## config.mk

```make
export PLATFORM = sky130hd
export DESIGN_NAME = arp_tx_framer
export DESIGN_NICKNAME = d
export VERILOG_FILES = /design/src/rtl/arp_tx_framer.sv
export SDC_FILE = /design/constraint.sdc
export NUM_CORES = 1
export LEC_CHECK = 0
export ABC_AREA = 1
export CAP_MARGIN = 25
export CELL_PAD_IN_SITES_DETAIL_PLACEMENT = 1
export CELL_PAD_IN_SITES_GLOBAL_PLACEMENT = 2
export CORE_ASPECT_RATIO = 1.75
export CORE_UTILIZATION = 34
export DETAILED_ROUTE_END_ITERATION = 6
export GPL_TIMING_DRIVEN = 0
export HOLD_SLACK_MARGIN = 0.12
export PLACE_DENSITY = 0.84
export SKIP_LAST_GASP = 1
export SLEW_MARGIN = 20
export SYNTH_ARGS = -nofsm -noshare
export SYNTH_HDL_FRONTEND = slang
export SYNTH_SLANG_ARGS = --single-unit
```

## constraint.sdc

```tcl
create_clock -name CLK -period 4.5 [get_ports CLK]
set_input_delay 1.125 -clock CLK [delete_from_list [all_inputs] [get_ports CLK]]
set_output_delay 1.125 -clock CLK [all_outputs]
set_load 0.02 [all_outputs]
```

## src/rtl/arp_tx_framer.sv

```systemverilog
// arp_tx_framer: frames an upstream body into a GMII byte stream with
// preamble, SFD, zero padding, CRC-32 FCS and inter-frame gap.
module arp_tx_framer #(
  parameter int MIN_LEN   = 60,
  parameter int MAX_LEN   = 1514,
  parameter int IFG_BYTES = 12
) (
  input  logic        CLK,
  input  logic        ARESET,
  input  logic        S_VALID,
  input  logic [7:0]  S_DATA,
  output logic        S_ACK,
  output logic [7:0]  GMII_TXD,
  output logic        GMII_TX_EN,
  output logic        ERR_OVERSIZE,
  output logic [15:0] FRAME_CNT
);

  typedef enum logic [2:0] {
    IDLE, PREAMBLE, PAYLOAD, PAD, FCS, IFG
  } state_t;

  localparam logic [10:0] MIN_C    = 11'(MIN_LEN);
  localparam logic [10:0] MAX_C    = 11'(MAX_LEN);
  localparam logic [15:0] IFG_LAST = 16'(IFG_BYTES - 1);

  function automatic logic [31:0] crc_byte(
    input logic [31:0] c,
    input logic [7:0]  d
  );
    logic [31:0] r;
    r = c;
    for (int i = 0; i < 8; i++)
      r = (r >> 1) ^ ((r[0] ^ d[i]) ? 32'hEDB88320 : 32'h0);
    return r;
  endfunction

  state_t      state, state_n;
  logic [10:0] cnt, cnt_n;
  logic [31:0] crc, crc_n;
  logic [2:0]  sub, sub_n;
  logic [15:0] icnt, icnt_n;
  logic        ovs, ovs_n;
  logic        drain_ok, drain_n;
  logic [7:0]  txd_n;
  logic        txen_n, ack_n, err_n;
  logic [15:0] fcnt_n;
  logic [31:0] fcs_w;

  // a truncated frame goes out with the raw register so receivers drop it
  assign fcs_w = ovs ? crc : ~crc;

  always_comb begin
    state_n = state;
    cnt_n   = cnt;
    crc_n   = crc;
    sub_n   = sub;
    icnt_n  = icnt;
    ovs_n   = ovs;
    drain_n = drain_ok | ~S_VALID;
    txd_n   = 8'h00;
    txen_n  = 1'b0;
    ack_n   = 1'b0;
    err_n   = 1'b0;
    fcnt_n  = FRAME_CNT;
    unique case (state)
      IDLE: begin
        cnt_n  = '0;
        crc_n  = '1;
        sub_n  = '0;
        icnt_n = '0;
        ovs_n  = 1'b0;
        if (S_VALID && drain_ok) begin
          txd_n   = 8'h55;
          txen_n  = 1'b1;
          sub_n   = 3'd1;
          state_n = PREAMBLE;
        end
      end
      PREAMBLE: begin
        txen_n = 1'b1;
        if (sub == 3'd7) begin
          txd_n   = 8'hD5;
          ack_n   = 1'b1;
          state_n = PAYLOAD;
        end else begin
          txd_n = 8'h55;
          sub_n = sub + 3'd1;
        end
      end
      PAYLOAD: begin
        txen_n = 1'b1;
        if (S_VALID && cnt < MAX_C) begin
          txd_n = S_DATA;
          crc_n = crc_byte(crc, S_DATA);
          cnt_n = cnt + 11'd1;
          if (cnt + 11'd1 == MAX_C) begin
            ovs_n   = 1'b1;
            err_n   = 1'b1;
            drain_n = 1'b0;
            sub_n   = 3'd0;
            state_n = FCS;
          end
        end else if (cnt < MIN_C) begin
          crc_n   = crc_byte(crc, 8'h00);
          cnt_n   = cnt + 11'd1;
          state_n = PAD;
        end else begin
          txd_n   = fcs_w[7:0];
          sub_n   = 3'd1;
          state_n = FCS;
        end
      end
      PAD: begin
        txen_n = 1'b1;
        if (cnt < MIN_C) begin
          crc_n = crc_byte(crc, 8'h00);
          cnt_n = cnt + 11'd1;
        end else begin
          txd_n   = fcs_w[7:0];
          sub_n   = 3'd1;
          state_n = FCS;
        end
      end
      FCS: begin
        txen_n = 1'b1;
        txd_n  = fcs_w[{sub[1:0], 3'b000} +: 8];
        if (sub[1:0] == 2'd3) begin
          fcnt_n  = FRAME_CNT + 16'd1;
          icnt_n  = '0;
          state_n = IFG;
        end else begin
          sub_n = sub + 3'd1;
        end
      end
      IFG: begin
        if (icnt == IFG_LAST) state_n = IDLE;
        else icnt_n = icnt + 16'd1;
      end
      default: state_n = IDLE;
    endcase
  end

  always_ff @(posedge CLK or posedge ARESET) begin
    if (ARESET) begin
      state        <= IDLE;
      cnt          <= '0;
      crc          <= '1;
      sub          <= '0;
      icnt         <= '0;
      ovs          <= 1'b0;
      drain_ok     <= 1'b1;
      GMII_TXD     <= 8'h00;
      GMII_TX_EN   <= 1'b0;
      S_ACK        <= 1'b0;
      ERR_OVERSIZE <= 1'b0;
      FRAME_CNT    <= '0;
    end else begin
      state        <= state_n;
      cnt          <= cnt_n;
      crc          <= crc_n;
      sub          <= sub_n;
      icnt         <= icnt_n;
      ovs          <= ovs_n;
      drain_ok     <= drain_n;
      GMII_TXD     <= txd_n;
      GMII_TX_EN   <= txen_n;
      S_ACK        <= ack_n;
      ERR_OVERSIZE <= err_n;
      FRAME_CNT    <= fcnt_n;
    end
  end

endmodule

```

==> key figures <==
Status
  – Status: finished with violations
  – Failing checks: design-rule violations

Setup path
  – Crit. End Element: flop
  – Top fanout value on the critical path: 8
  – Critical Path AT: 3.49 ns
  – Critical path class: in2reg
  – FF-to-FF setup slack: 2.02 ns
  – Nature of the critical path startpoint: input port
  – Crit path required time: 4.82 ns
  – CP Launch Point: S_DATA[0]
  – R2r startpoint: crc[0]

Pwr
  – Total chip power: 7.09 mW
  – Worst vdd ir: 0.294 mV
  – Leakage: 4.62 nW
  – Power Dens Cells: 759 nW/µm²

Hold path
  – Min-delay src: FRAME_CNT[15]
  – Hold/Removal Path Class: reg2reg

Floorplanning
  – Num rows: 75
  – Die ar.: 24,900 µm²
  – Die H: 208 µm
  – I/O Pins: 38
  – Core box area: 23,900 µm²
  – Initial Util: 34.5%
  – Die width: 120 µm

Synth
  – Post-synthesis async set-or-reset flop share: 100%
  – Main flop type after synthesis: dfrtp_1
  – Synth top area cells: nand2_1 (23%), dfrtp_1 (18%), dfstp_2 (11%)
  – Yosys Warn Count: 0
  – Yosys reg bits: 94
  – Yosys top cell area share: 23.0%
  – Post-synth net total: 1,334
  – Post-Syn Area: 8260 µm²
  – Post-Syn Instances: 1,317
  – Synth Area per Inst: 6.27 µm²
  – Post-synthesis sequential area ratio: 29.0%
  – Synth area leader: nand2_1
  – Distinct cells, synth: 42
  – Number of synthesized flops with an enable pin: 0

STA
  – Final Hold Fails: 0
  – Max-slew violation count: 0
  – Tmin final: 3.17 ns
  – Final Cycle Share: 70.5%
  – Worst Slack Setup Final: 1.33 ns
  – RSZ-0062 raised after global routing: false
  – Setup_tns: 0 ns
  – Worst Clk Skew: 0.0163 ns
  – Slew headroom: 33.9%
  – Max Fclk: 0.315 GHz
  – Endpoints failing setup: 0
  – Slew @ Worst Pin: 0.991 ns

Routing
  – Iteration-0 DRC Markers: 423
  – ANT nets after route: 0
  – Total Wirelength: 37,200 µm
  – DR vias: 9,135
  – # DRC: 1
  – Initial DRT Pass Iterations: 7
  – Wire per inst: 22.2 µm
  – Drt via density: 5.44

Placed design
  – Port Buffers: 37
  – RD Place Congestion: 0.957
  – Area after DPL: 9050 µm²
  – Post-Place Setup Slack: 0.978 ns
  – DP HPWL: 29,300 µm

Global route
  – All-Layer GR Usage: 30.8%
  – First-pass GRT wire length: 56,100 µm
  – Largest net degree at the start of global routing: 64
  – GRT Residual Overflow: 0
  – Vias in the first global route: 9,653
  – Initial antenna violation count: 0

CTS
  – Clock buffer depth: 2
  – Worst-path clk slew: 0.08 ns
  – Hold-fix buffers, CTS: 0
  – Root buffer cell: clkbuf_16
  – Worst skew pair latency: 0.39 ns
  – Post-CTS Setup Bufs: 0
  – CTS buffer count: 9
  – CTS tree: done
  – Number of H-tree levels: 3
  – CTS Sinks: 94
  – Number of gates resized after cts: 0

Cells and area
  – Post-Layout Inst Area: 9340 µm²
  – FF/Latch Area: 2390 µm²
  – Most frequent cells in the layout: nand2_1 (505), nand3_1 (142), inv_1 (128), nor2_1 (69), o21ai_0 (67)
  – Proportion of layout cells with a drive suffix above 1: 9.48%
  – Synth-to-Final Area Change: 13.1%
  – Commonest non-fill, non-tap cell in the layout: nand2_1
  – Antenna Cells: 0
  – Fillers: 3,229
  – Fin nets: 1,383
  – Multi-input gate area in the final layout: 5080 µm²

Run
  – Total of max-cap violations: 0
[power by group]
| group | internal [mW] | total, mW | leakage, nW | switching [mW] |
|---|---|---|---|---|
| clock | 0.389 | 0.805 | 0.144 | 0.416 |
| sequential | 1.15 | 1.40 | 1.18 | 0.251 |
| combinational | 1.41 | 4.88 | 3.30 | 3.47 |
[final cells by class]
| class | instances | area share [%] |
|---|---|---|
| Multi-Input combinational cell | 1035 | 54.4 |
| Sequential cell | 94 | 25.6 |
| Inverter | 143 | 5.80 |
| Timing Repair Buffer | 38 | 4.26 |
| Tap cell | 308 | 4.13 |
| Buffer | 45 | 2.67 |
| Clock buffer | 9 | 2.41 |
| Clock inverter | 7 | 0.697 |
[synth_stat cells (3+ instances only)]
library cell    n
nand2_1       505
nand3_1       142
inv_1         129
nor2_1         69
o21ai_0        67
dfrtp_1        61
xor2_1         51
a21oi_1        50
dfstp_2        33
xnor2_1        32
buf_2          19
nand2_2        14
nand4_1        14
clkbuf_1       13
inv_2          12
nor3_1         11
o22ai_1        11
o211ai_1       10
o21ai_1         8
buf_4           7
nor2_4          7
ha_1            6
nand3b_1        6
buf_6           4
nand2_4         4
o221ai_1        4
a22oi_1         3
a31oi_1         3
nand3_2         3
nor2_2          3
[registers in the layout, indices dropped and copies added, names as in the netlist]
signal and cells:
state 3, ovs 1, S_ACK 1, GMII_TX_EN 1, FRAME_CNT 16, sub 3, crc 32, drain_ok 1
icnt 16, ERR_OVERSIZE 1, GMII_TXD 8, cnt 11
[kinds of logic after synthesis]
family | share of synthesized area, %
DFF | 29.0
adders and majority gates | 0.909
AOI/OAI and AO/OA | 10.6
and+or+nand+nor | 41.0
xor gates and xnor gates | 9.00
buffers and inverters | 9.52
[through the flow]
stage / utilization (%) / hold WS, ns / std cells
final: 39.0 / 0.485 / 1679
after global routing: 39.0 / 0.505 / 1679
after CTS: 39.0 / 0.493 / 1679
after detailed placement: 37.8 / 0.478 / 1663
after global placement: 37.7 / 0.457 / 1662
after floorplan: - / 0.463 / 1317
[worst max-delay path, stage by stage]
cell	delay [ns]
clkdlybuf4s50_1	0.46
inv_1	0.12
nand2_1	0.07
nand2_1	0.44
nand2_1	0.11
nand2_1	0.35
nand3_1	0.12
nand2_1	0.17
nand3_1	0.09
nand2_1	0.18
nand2_1	0.11
a21oi_1	0.15
[final timing paths]
kind	endpoint	cells after the start
max	crc[19]	12
max reg2reg	crc[19]	11
min	FRAME_CNT[15]	1
min in group asynchronous	FRAME_CNT[8]	2
max in group asynchronous	crc[21]	3
min reg2reg	FRAME_CNT[15]	1
[layer usage]
layer	up-vias	wire, µm	part of all wire (%)	GRT usage [%]
li1	4309	-	-	-
met1	4436	13100	35	29.0
met2	234	19600	53	57.4
met3	156	972	2.6	3.70
met4	0	3530	9.5	27.1
met5	-	0	0	0
No activity file was read; power rests on OpenSTA's default activity.
